===== config.mk =====
export PLATFORM = sky130hd
export DESIGN_NAME = rs_syndrome_calc
export DESIGN_NICKNAME = d
export VERILOG_FILES = /design/src/rtl/rs_syndrome_calc.sv
export SDC_FILE = /design/constraint.sdc
export NUM_CORES = 1
export LEC_CHECK = 0
export BUFFER_PORTS_ARGS = -buffer_cell sky130_fd_sc_hd__buf_2
export CORE_UTILIZATION = 55
export DETAILED_ROUTE_END_ITERATION = 12
export PLACE_DENSITY = 0.74
export SLEW_MARGIN = 20
export SYNTH_ARGS = -nofsm -noshare
export SYNTH_HDL_FRONTEND = slang
export SYNTH_SLANG_ARGS = --single-unit

===== constraint.sdc =====
create_clock -name CLK -period 2.55 [get_ports CLK]
set_input_delay 0.3825 -clock CLK [delete_from_list [all_inputs] [get_ports CLK]]
set_output_delay 0.3825 -clock CLK [all_outputs]
set_load 0.03 [all_outputs]

===== src/rtl/rs_syndrome_calc.sv =====
// ============================================================================
// Module   : rs_syndrome_calc
// Purpose  : RS(15,11) GF(16) syndrome stage; Horner evaluation of S1..S4.
// Options  : define RS_SYN_ERRCNT_EN to add the saturating ERR_COUNT output.
// Revision : 1.0  initial release
// ============================================================================
`default_nettype none

module rs_syndrome_calc #(
  parameter int         N_SYM     = 15,
  parameter logic [4:0] PRIM_POLY = 5'b10011
) (
  input  logic        CLK,
  input  logic        RESET,
  input  logic        SYM_VALID,
  input  logic [3:0]  SYM_IN,
  output logic        BUSY,
  output logic [3:0]  SYM_IDX,
  output logic [15:0] SYN,
  output logic        SYN_VALID,
`ifdef RS_SYN_ERRCNT_EN
  output logic        ERR_DET,
  output logic [7:0]  ERR_COUNT
`else
  output logic        ERR_DET
`endif
);

  localparam logic [3:0] c_IDX_LAST = 4'(N_SYM - 1);

  typedef enum logic [0:0] {
    IDLE  = 1'b0,
    ACCUM = 1'b1
  } state_t;

  state_t          r_state, w_state_nxt;
  logic [3:0]      r_idx, w_idx_nxt;
  logic [3:0][3:0] r_acc, w_acc_nxt, w_acc_upd;
  logic [15:0]     r_syn, w_syn_nxt;
  logic            r_syn_valid, w_syn_valid_nxt;
  logic            r_err, w_err_nxt;

  // Constant multiply by alpha^n: n shifts, each reduced by the field polynomial.
  function automatic logic [3:0] mul_alpha(input logic [3:0] a, input int n);
    logic [3:0] r;
    r = a;
    for (int i = 0; i < n; i++) begin
      r = {r[2:0], 1'b0} ^ (r[3] ? PRIM_POLY[3:0] : 4'h0);
    end
    return r;
  endfunction

  always_comb begin
    w_state_nxt     = r_state;
    w_idx_nxt       = r_idx;
    w_acc_nxt       = r_acc;
    w_syn_nxt       = r_syn;
    w_syn_valid_nxt = 1'b0;
    w_err_nxt       = r_err;
    // In IDLE the old accumulator is treated as zero, so the first symbol loads directly.
    for (int j = 0; j < 4; j++) begin
      w_acc_upd[j] = ((r_state == ACCUM) ? mul_alpha(r_acc[j], j + 1) : 4'h0) ^ SYM_IN;
    end
    if (SYM_VALID) begin
      w_acc_nxt = w_acc_upd;
      if (r_state == IDLE) begin
        w_idx_nxt   = 4'd1;
        w_state_nxt = ACCUM;
      end else if (r_idx == c_IDX_LAST) begin
        w_syn_nxt       = w_acc_upd;
        w_err_nxt       = |w_acc_upd;
        w_syn_valid_nxt = 1'b1;
        w_idx_nxt       = 4'd0;
        w_state_nxt     = IDLE;
      end else begin
        w_idx_nxt = r_idx + 4'd1;
      end
    end
  end

  always_ff @(posedge CLK or posedge RESET) begin
    if (RESET) begin
      r_state     <= IDLE;
      r_idx       <= 4'd0;
      r_acc       <= '0;
      r_syn       <= 16'h0000;
      r_syn_valid <= 1'b0;
      r_err       <= 1'b0;
    end else begin
      r_state     <= w_state_nxt;
      r_idx       <= w_idx_nxt;
      r_acc       <= w_acc_nxt;
      r_syn       <= w_syn_nxt;
      r_syn_valid <= w_syn_valid_nxt;
      r_err       <= w_err_nxt;
    end
  end

  assign BUSY      = (r_state == ACCUM);
  assign SYM_IDX   = r_idx;
  assign SYN       = r_syn;
  assign SYN_VALID = r_syn_valid;
  assign ERR_DET   = r_err;

`ifdef RS_SYN_ERRCNT_EN
  logic [7:0] r_err_count;

  always_ff @(posedge CLK or posedge RESET) begin
    if (RESET) begin
      r_err_count <= 8'd0;
    end else if (r_syn_valid && r_err && (r_err_count != 8'hFF)) begin
      r_err_count <= r_err_count + 8'd1;
    end
  end

  assign ERR_COUNT = r_err_count;
`endif

endmodule

`default_nettype wire

-- Word level (Yosys, flattened, before mapping)
Index checks and enable logic that the tools add are counted.
- register bits: 39
- latch bits: 0
- RAM bits: 0
- memory bits (read-only): 0
- output and inout bits: 23
- logic and storage cells: 48
- memories kept: 0
- $add $sub $neg: 1
- multiply operators: 0
- div/mod/pow operators: 0
- order comparisons: 0
- eq/ne operators: 1
- shifts and indexed selects: 0
- multiplexer cells: 21
- bitwise gates (word level): 14
- reductions and logical operators: 2
- operators with widths (operator ; count):
    bitwise XOR 4 x 2 -> 4 bit ; 10
    2-to-1 mux 4 bit ; 6
    2-to-1 mux 2 bit ; 10
    OR reduction 16 bit ; 1
    bitwise XOR 4 bit ; 4
    2-to-1 mux 1 bit ; 5
    adder 4 x 1 -> 4 bit (second input constant) ; 1
    equality test 4 bit (second input constant) ; 1
    AND reduction 3 bit ; 1

-- Longest topological paths before layout
Gate-level depths: netlist (run 1).
- depth in word-level cells: 11
- gate-level depth with buffers: 7
- gate-level depth less buffers: 7

-- Worst setup path after synthesis (run 1)
No wires, ideal clock.
- kind: register -> register
- start: reg r_state, in the netlist BUSY
- end: reg r_acc[11] in the netlist's numbering
- library setup time: 0.130 ns
- arrival time: 1.605 ns
- data required time: 2.420 ns
- setup slack: 0.815 ns
- cell stages (with the launch flop): 7
- period minus slack after synthesis: 1.735 ns
- cells stage by stage: dfrtp_1 -> clkbuf_1 -> clkbuf_1 -> buf_2 -> o21ai_0 -> a32oi_1 -> o21ai_0
- word-level cells in the longest chain between the ends: 2
- RTL lines (element ; RTL line ; source):
    start, declared ; 36 ; state_t r_state, w_state_nxt;
    start signal, assigned ; 90 ; r_state <= w_state_nxt;
    2-to-1 mux 4 bit ; 62 ; w_acc_upd[j] = ((r_state == ACCUM) ? mul_alpha(r_acc[j], j + 1) : 4'h0) ^ SYM_IN;
    bitwise XOR 4 bit ; 62 ;
    end signal, assigned ; 92 ; r_acc <= w_acc_nxt;
    end, declared ; 38 ; logic [3:0][3:0] r_acc, w_acc_nxt, w_acc_upd;
Every way passes these cells.
A chain may end at the register's enable or synchronous reset.

-- Worst setup path in the final report (run 1)
- start: reg r_idx[0], in the netlist SYM_IDX[0]
- end: reg r_err, in the netlist ERR_DET
- word-level cells in the longest chain between the ends: 2
- RTL lines (element ; RTL line ; source):
    start, declared ; 37 ; logic [3:0] r_idx, w_idx_nxt;
    start signal, assigned ; 91 ; r_idx <= w_idx_nxt;
    equality test 4 bit ; 69 ; end else if (r_idx == c_IDX_LAST) begin
    AND reduction 3 bit (no source line) ; - ;
    end signal, assigned ; 95 ; r_err <= w_err_nxt;
    end, declared ; 41 ; logic r_err, w_err_nxt;
Every way passes these cells.

==> flow_summary.ini, run 1 <==
[global_route]
met3_usage = 0.0546
grt_overflow = 0
grt_max_degree = 42
grt_usage = 0.238
first_global_vias = 1598
grtUsageMet2 = 0.367
met1_usage = 0.328
grt.busiest_layer = met2
grt_pass1_wl_um = 7560
grt_antenna_before_repair = 0

[finish]
seq_area_um2 = 976
final_common_cell = nand2_1
final_cells = 327
layout-drive-gt1-share = 0.158
diodes = 0
fillCellCount = 336
multiInputGateArea_mm2 = 0.00110
nNetsFinal = 287
syn_to_final_growth_pct = 12.5
most-common-layout-cells = nand2_1 (43), o21ai_0 (40), dfrtp_1 (39)

[drt]
viasPerCell = 5.39
first_pass_iters = 4
drt-wirelength-per-cell_um = 13.4
initialDrtViolationCount = 135
ant_nets = 0
drc_errors = 0
dr_total_vias = 1764
wirelength_um = 4380

[floorplanning]
io_pins = 30
num_rows = 22
die_h_um = 65.1
core_region_area_mm2 = 0.00374
start_util = 0.585
dieArea_mm2 = 0.00423
die_w_um = 65.1

[critical_path]
crit_fanout = 20
start_kind = flip-flop
worst_setup_path_end_kind = flip-flop
cp.required_ns = 2.71
worstPathArrival_ns = 1.93
critPathKind = reg2reg

[clock_network]
cts_buffer_depth = 2
h-tree-depth = 2
cts_hold_buffers = 0
cts_root_buf = clkbuf_8
cts_num_sinks = 39
cts_setup_buffers = 0
path_clk_slew_ns = 0.07
cts_tree = built
clk_latency_ns = 0.29
cts_resized = 0
cts_buffers = 5

[timing]
post-route-period-util = 0.692
worst_pin_slew_ns = 0.501
rsz0062_at_grt = false
period_minus_slack_ns = 1.76
maxSlewViolCount = 0
setup_viol = 0
setup_tns_ns = 0
hold_violations = 0
clock.fmax_ghz = 0.567
max_slew_margin = 0.666
finalClockSkew_ns = 0.00721
hold_slack_ns = 0.196

[logic_synthesis]
mappedNetlistArea_mm2 = 0.00219
ys_seq_area_frac = 0.446
ys_warn_count = 0
yosys_register_bits = 39
synth_edf_count = 0
syn_nets = 267
ys.flop_type = dfrtp_1
synthArstFlopShare = 1.00
synth_cells = 258
avgSynthCellArea_um2 = 8.48
yosysUniqueCellTypes = 34

[hold_path]
worstHoldPathType = in2async

[power_and_ir_drop]
power.density_mw_per_mm2 = 1390
p_leak_uw = 0.00119
irDropWorstVdd_mv = 0.724

[status]
status = finished clean

[placement]
gp_congestion = 0.787
dpl.cell_count = 319
hpwl_um = 2940
io_buffers = 29

[run]
cap_violations = 0
==> cells by family after synthesis <==
kind of cell | Yosys count | synth area share
XOR/XNOR | 28 | 0.124
multiplexers | 3 | 0.0137
buffers and inverters | 29 | 0.0515
AND/OR/NAND/NOR | 84 | 0.167
flip-flops | 39 | 0.446
AO/OA/AOI/OAI | 73 | 0.186
adder cells (fa/ha/maj) | 2 | 0.0114
==> where the power goes <==
group          internal [µW]  switching, µW  total, µW
logic                    671           1080       1750
clock network            247            210        457
registers                898            313       1210
total                   1820           1600       3410
==> critical path: stages (launching register included) <==
cell and delay [ns]:
dfrtp_1 0.42, inv_1 0.09, ha_1 0.17, and3_1 0.19, nand3_1 0.11, buf_4 0.21
nor2_1 0.15, and4_1 0.19, a31oi_1 0.09
==> worst paths after layout <==
check	from	end	slack, ns	cells after the start
max	SYM_IDX[0]	ERR_DET	0.79	8
min	RESET	BUSY	0.20	3
max reg2reg	SYM_IDX[0]	ERR_DET	0.79	8
min reg2reg	SYN[10]	SYN[10]	0.48	2
max in group asynchronous	RESET	SYN[3]	1.99	3
min in group CLK	SYN[10]	SYN[10]	0.48	2
==> cells in the mapped netlist, drive strengths merged (3+ instances only) <==
cell type | count | share of area
nand2 | 43 | 0.074
o21ai | 40 | 0.091
dfrtp | 39 | 0.45
xor2 | 26 | 0.12
nor2 | 21 | 0.036
a21oi | 16 | 0.037
clkbuf | 14 | 0.024
inv | 8 | 0.014
buf | 7 | 0.014
nand3 | 5 | 0.011
a31oi | 4 | 0.011
and3 | 3 | 0.0086
mux2i | 3 | 0.014
o21a | 3 | 0.010
==> sequential cells by signal (all words and copies together) (netlist names) <==
name       count
SYN           16
r_acc         16
SYM_IDX        4
BUSY           1
ERR_DET        1
SYN_VALID      1
==> layer usage <==
metal / vias to the layer above / part of all wire / wire (µm)
met1: 820 / 0.50 / 2190
met3: 5 / 0.031 / 136
met4: 0 / 0.016 / 70
li1: 913 / - / -
met5: - / 0 / 0
met2: 26 / 0.45 / 1980
==> cell type report <==
cell class,instances,share of cell area
sequential,39,0.397
multi-input combinational,190,0.447
inverter,8,0.0122
timing repair buffer,34,0.0793
tap,48,0.0244
clock buffer,8,0.0407
==> stage by stage <==
stage	total power, µW	utilization	worst slack, ns	cell area [µm²]
after floorplan	2550	-	0.815	2190
after global placement	2930	0.631	0.897	2360
after detailed placement	2970	0.631	0.805	2360
after CTS	3440	0.657	0.783	2460
after global routing	3730	0.657	0.586	2460
final	3410	0.657	0.785	2460
Note: power is estimated with default switching activity, not from simulation.
==> inputs of run 2 (changes only) <==
- ABC_AREA: default -> 1
- CORE_UTILIZATION: 55 -> 50
- PLACE_DENSITY: 0.74 -> 0.71
- clock period: 2.55 -> 1.5 ns (I/O delays scaled with it)
==> run 2 against run 1 <==
Against the previous run:
- setup slack worse by 0.77 ns
- clock-buffer cell count down 2
- first-iteration DRC count down 7.4%
- non-clock buffer count up 8
- clock power up 100%
- routed wire length up 5.7%
- core utilization down 1.2 points
- flip-flop and latch count unchanged
- critical endpoint unchanged
==> flow_summary.ini, run 2 <==
[floorplanning]
die_h_um = 64.5
die_w_um = 64.5
io_pins = 30
dieArea_mm2 = 0.00416
start_util = 0.526
num_rows = 22
core_region_area_mm2 = 0.00372

[finish]
fin_util = 0.645
final_cells = 350
diodes = 0
most-common-layout-cells = nand2_1 (95), dfrtp_1 (36), buf_2 (29)
nNetsFinal = 310
final_common_cell = nand2_1
syn_to_final_growth_pct = 22.8
layout-drive-gt1-share = 0.209
multiInputGateArea_um2 = 860
fillCellCount = 341
final_area_mm2 = 0.00240
seq_area_um2 = 980

[clock_network]
cts_tree = built
cts_buffers = 5
cts_buffer_depth = 2
path_clk_slew_ns = 0.07
cts_root_buf = clkbuf_8
clk_latency_ns = 0.30
h-tree-depth = 2
cts_hold_buffers = 0
cts_num_sinks = 39

[critical_path]
crit_fanout = 4
worst_setup_path_end_kind = flip-flop
start_kind = flip-flop
cpMaxStageDelayCell = dfrtp_2
cp.required_ns = 1.69
critical_path.max_stage_delay_ns = 0.41
worst-path-buf-inv = 1
rr_startpoint = SYM_IDX[0]
crit_chain = inv_2, ha_4, nand2_4, nor2_4, nand2_2, nor2_2, nand2_1, nor2_1, nand2_1, nor2_1, a21oi_1
rrSetupSlack_ns = 0.01
crit_family = simple AND/OR/NAND/NOR gates
reg2reg_to = ERR_DET
worstPathArrival_ns = 1.67
reg2reg_depth = 11
critPathKind = reg2reg

[logic_synthesis]
synth_cells = 259
ys_warn_count = 0
synth_top_cell_by_area = dfrtp_1
yosysMostFrequentCell = nand2_1
syn_nets = 268
ys.flop_type = dfrtp_1
yosysUniqueCellTypes = 19
avgSynthCellArea_um2 = 7.54
yosys.area.top_type_share = 0.500
mappedNetlistArea_mm2 = 0.00195
netlist_top_cells_count = nand2_1 (97), dfrtp_1 (39), o21ai_0 (27), inv_1 (23), nand3_1 (19)
synthArstFlopShare = 1.00
ys_seq_area_frac = 0.500
synthTopCellsByArea = dfrtp_1 (50%), nand2_1 (19%), o21ai_0 (6.9%)
yosys_register_bits = 39
synth_edf_count = 0

[global_route]
grt_max_degree = 40
first_global_vias = 1704
grt_pass1_wl_um = 7690
grt_usage = 0.248
grt_antenna_before_repair = 0
grt_overflow = 0

[drt]
drt-wirelength-per-cell_um = 13.2
dr_total_vias = 1823
viasPerCell = 5.21
ant_nets = 0
first_pass_iters = 4
initialDrtViolationCount = 125
wirelength_um = 4620
drc_errors = 0

[placement]
place_area_mm2 = 0.00218
dpl.cell_count = 335
io_buffers = 29
hpwl_um = 3120
gp_congestion = 0.845

[power_and_ir_drop]
power.density_mw_per_mm2 = 1950
irDropWorstVdd_mv = 1.01
p_leak_uw = 0.00129

[timing]
hold_violations = 0
post-route-period-util = 0.991
max_slew_margin = 0.682
worst_pin_slew_ns = 0.477
finalClockSkew_ns = 0.00522
rsz0062_at_grt = true
clock.fmax_ghz = 0.673
setup_viol = 0
maxSlewViolCount = 0
period_minus_slack_ns = 1.49

[run]
cap_violations = 0

[status]
status = finished clean

[hold_path]
worstHoldPathType = in2async
## run 2: worst min-delay path, stage by stage
cell   delay (ns)
buf_2        0.09
inv_1        0.04
buf_4        0.40
## run 2: area by class of cell
class / instances / share of cell area
Timing Repair inverter: 1 / 0.00313
Sequential cell: 39 / 0.408
Clock inverter: 2 / 0.0146
Clock buffer: 6 / 0.0344
Timing Repair Buffer: 42 / 0.114
Inverter: 26 / 0.0423
Tap cell: 48 / 0.0250
Multi-Input combinational cell: 186 / 0.358
## run 2: cell families after synthesis
| family | count (synthesis) | synth area share |
|---|---|---|
| xor+xnor | 1 | 0.00449 |
| simple gates | 144 | 0.304 |
| fa+ha+maj | 2 | 0.0128 |
| flops | 39 | 0.500 |
| compound gates | 39 | 0.103 |
| buf+inv | 34 | 0.0756 |
## run 2: per-stage QoR
stage               TNS [ns]  total power, µW  worst slack, ns  hold WS, ns
finish                     0             4680           0.0138       0.0225
global route          -0.206             5060           -0.188       0.0825
CTS                        0             4590           0.0289       0.0427
detailed placement         0             3670           0.0539        0.370
global placement           0             3630           0.0951        0.363
floorplan            -0.0355             3130          -0.0355        0.402
## run 2: layer usage
metal	vias to the layer above	share of wire	track usage
met5	-	0	0
met3	11	0.063	0.0475
met4	0	0.020	0.119
met2	64	0.46	0.386
met1	825	0.46	0.333
li1	923	-	-
## run 2: what timing repair did
action,4_1_cts,5_1_grt
endpoints found under the setup margin,0,14
setup buffers,0,5
gates resized for setup,0,10
## run 2: power breakdown
group	total (µW)	leakage (µW)	switching (µW)	internal [µW]
clock network	912	0.0000612	373	538
logic	2040	0.000748	1370	670
registers	1720	0.000484	284	1440
## run 2: worst max path at each step
stage	startpoint	end	slack, ns	depth (start not counted)
after floorplan	SYM_IDX[0]	ERR_DET	-0.04	11
after global placement	BUSY	ERR_DET	0.1	10
after detailed placement	SYM_IDX[0]	ERR_DET	0.05	11
after CTS	SYM_IDX[0]	ERR_DET	0.03	11
after global routing	SYM_IDX[0]	ERR_DET	-0.19	11
final	SYM_IDX[0]	ERR_DET	0.01	11
==> inputs of run 3 (changes only) <==
- ABC_AREA: 1 -> default
- ABC_CLOCK_PERIOD_IN_PS: default -> 1500
- CORE_UTILIZATION: 50 -> 51
- PLACE_DENSITY: 0.71 -> 0.72
==> run 3 against run 2 <==
Against the previous run:
- first-iteration DRC count down 23%
- via count up 2.0%
- setup slack worse by 0.013 ns
- total power up 34%
- largest cell class is now multi-input combinational cells
- global-route usage down 2.2 points
==> flow_summary.ini, run 3 (same netlist as run 1, synthesis figures left out) <==
[status]
status = finished clean

[clock_network]
clk_latency_ns = 0.29
cts_hold_buffers = 0
h-tree-depth = 2
cts_num_sinks = 39
cts_tree = built
cts_root_buf = clkbuf_8
cts_buffers = 5
path_clk_slew_ns = 0.07
cts_buffer_depth = 2

[finish]
layout-drive-gt1-share = 0.263
most-common-layout-cells = nand2_1 (43), o21ai_0 (40), dfrtp_1 (35)
nNetsFinal = 312
diodes = 0
syn_to_final_growth_pct = 23.7
final_common_cell = nand2_1

[timing]
finalClockSkew_ns = 0.00205
hold_slack_ns = 0.0330
hold_violations = 0
setup_ws_ns = 0.000510
max_slew_margin = 0.664
clock.fmax_ghz = 0.667
period_minus_slack_ns = 1.50
maxSlewViolCount = 0
setup_viol = 0
post-route-period-util = 1.00
worst_pin_slew_ns = 0.504
rsz0062_at_grt = true

[critical_path]
rr_startpoint = r_acc[1]
worst_setup_path_end_kind = flip-flop
crit_fanout = 5
rrSetupSlack_ns = 0.0005
cp.required_ns = 1.67
critPathKind = reg2reg
reg2reg_depth = 6
reg2reg_to = ERR_DET
start_kind = flip-flop
worstPathArrival_ns = 1.67

[power_and_ir_drop]
combPwrFrac = 0.545
irDropWorstVdd_mv = 0.992
p_int_uw = 3480
p_switching_uw = 2800
swShare = 0.446
p_leak_uw = 0.00132
p_clk_frac = 0.145
p_seq_frac = 0.310
power.density_mw_per_mm2 = 2320

[drt]
first_pass_iters = 4
wl_met2_um = 2190
met3WireLength_um = 141
drt-wirelength-per-cell_um = 13.1
drc_errors = 0
viasPerCell = 5.25
wl_met1_um = 2210
ant_nets = 0
wirelength_um = 4630
highest_layer = met4
initialDrtViolationCount = 96
dr_total_vias = 1860

[placement]
hpwl_um = 3360
gp_congestion = 0.830
io_buffers = 29
dp_slack_ns = -0.0262

[global_route]
grt_max_degree = 40
grt_antenna_before_repair = 0
first_global_vias = 1642
grt_overflow = 0
grt_pass1_wl_um = 7550
grt_usage = 0.226

[floorplanning]
num_rows = 23
core_region_area_mm2 = 0.00406
die_h_um = 67.5
dieArea_mm2 = 0.00456
start_util = 0.539
die_w_um = 67.5
io_pins = 30

[hold_path]
worstHoldPathType = in2async

[run]
cap_violations = 0
==> run 3: cell types whose count changed in the layout (fill, tap and decap cells not counted), sizes merged, moves of 3 or more <==
cell,change
nand3,-14
nor2,+4
nand4,-8
buf,+18
mux2i,+3
xor2,+25
a21oi,+9
and3,+3
o21a,+3
inv,-16
nand2,-55
o21ai,+13
==> run 3: worst max-delay path by stage <==
stage          startpoint        end
2_1_floorplan        BUSY  r_acc[11]
4_1_cts        SYM_IDX[0]    ERR_DET
3_5_place_dp     r_acc[6]    ERR_DET
6_report         r_acc[1]    ERR_DET
3_3_place_gp     r_acc[6]    ERR_DET
5_1_grt        SYM_IDX[0]    ERR_DET
==> run 3: worst max-delay path, cell delays in order, from the launching register on <==
cell	delay, ns
dfrtp_1	0.43
or2_2	0.29
a21oi_1	0.15
o21ai_0	0.11
o31ai_1	0.09
and4_1	0.23
a31oi_1	0.07
==> run 3: per-stage QoR <==
stage                     cell area, µm²  instances   util  total power [µW]   TNS, ns
after floorplan                     2210        258      -              4370  -0.00183
after global placement              2550        344  0.629              5250         0
after detailed placement            2550        344  0.629              5330   -0.0262
after CTS                           2670        352  0.658              6250         0
after global routing                2710        354  0.667              6820   -0.0892
final                               2710        354  0.667              6280         0
==> run 3: final cells by class <==
class / count / area, µm²
fill: 340 / 1350
multi-input combinational: 190 / 1130
sequential: 39 / 981
timing repair buffer: 59 / 387
clock buffer: 6 / 82.6
tap: 50 / 62.6
clock inverter: 2 / 35.0
inverter: 8 / 30.0
==> run 3: power groups by stage <==
| stage | combinational (µW) | sequential [µW] | clock (µW) |
|---|---|---|---|
| after floorplan | 1960 | 2410 | 0 |
| after global placement | 3310 | 1940 | 0 |
| after detailed placement | 3370 | 1960 | 0 |
| after CTS | 3380 | 1950 | 924 |
| after global routing | 3840 | 2020 | 954 |
| final | 3430 | 1950 | 908 |
==> run 3: per-layer routing <==
metal	vias up	GRT usage
met3	8	0.0456
li1	962	-
met5	-	0
met2	29	0.355
met1	861	0.302
met4	0	0.0878
==> run 3: timing repair <==
| item | in CTS | in global routing |
|---|---|---|
| pin swaps | 6 | 2 |
| gates cloned | 0 | 0 |
| endpoints found under the hold margin | 0 | 0 |
| resized for setup | 0 | 5 |
| endpoints found under the setup margin | 1 | 14 |
| buffers inserted | 0 | 2 |
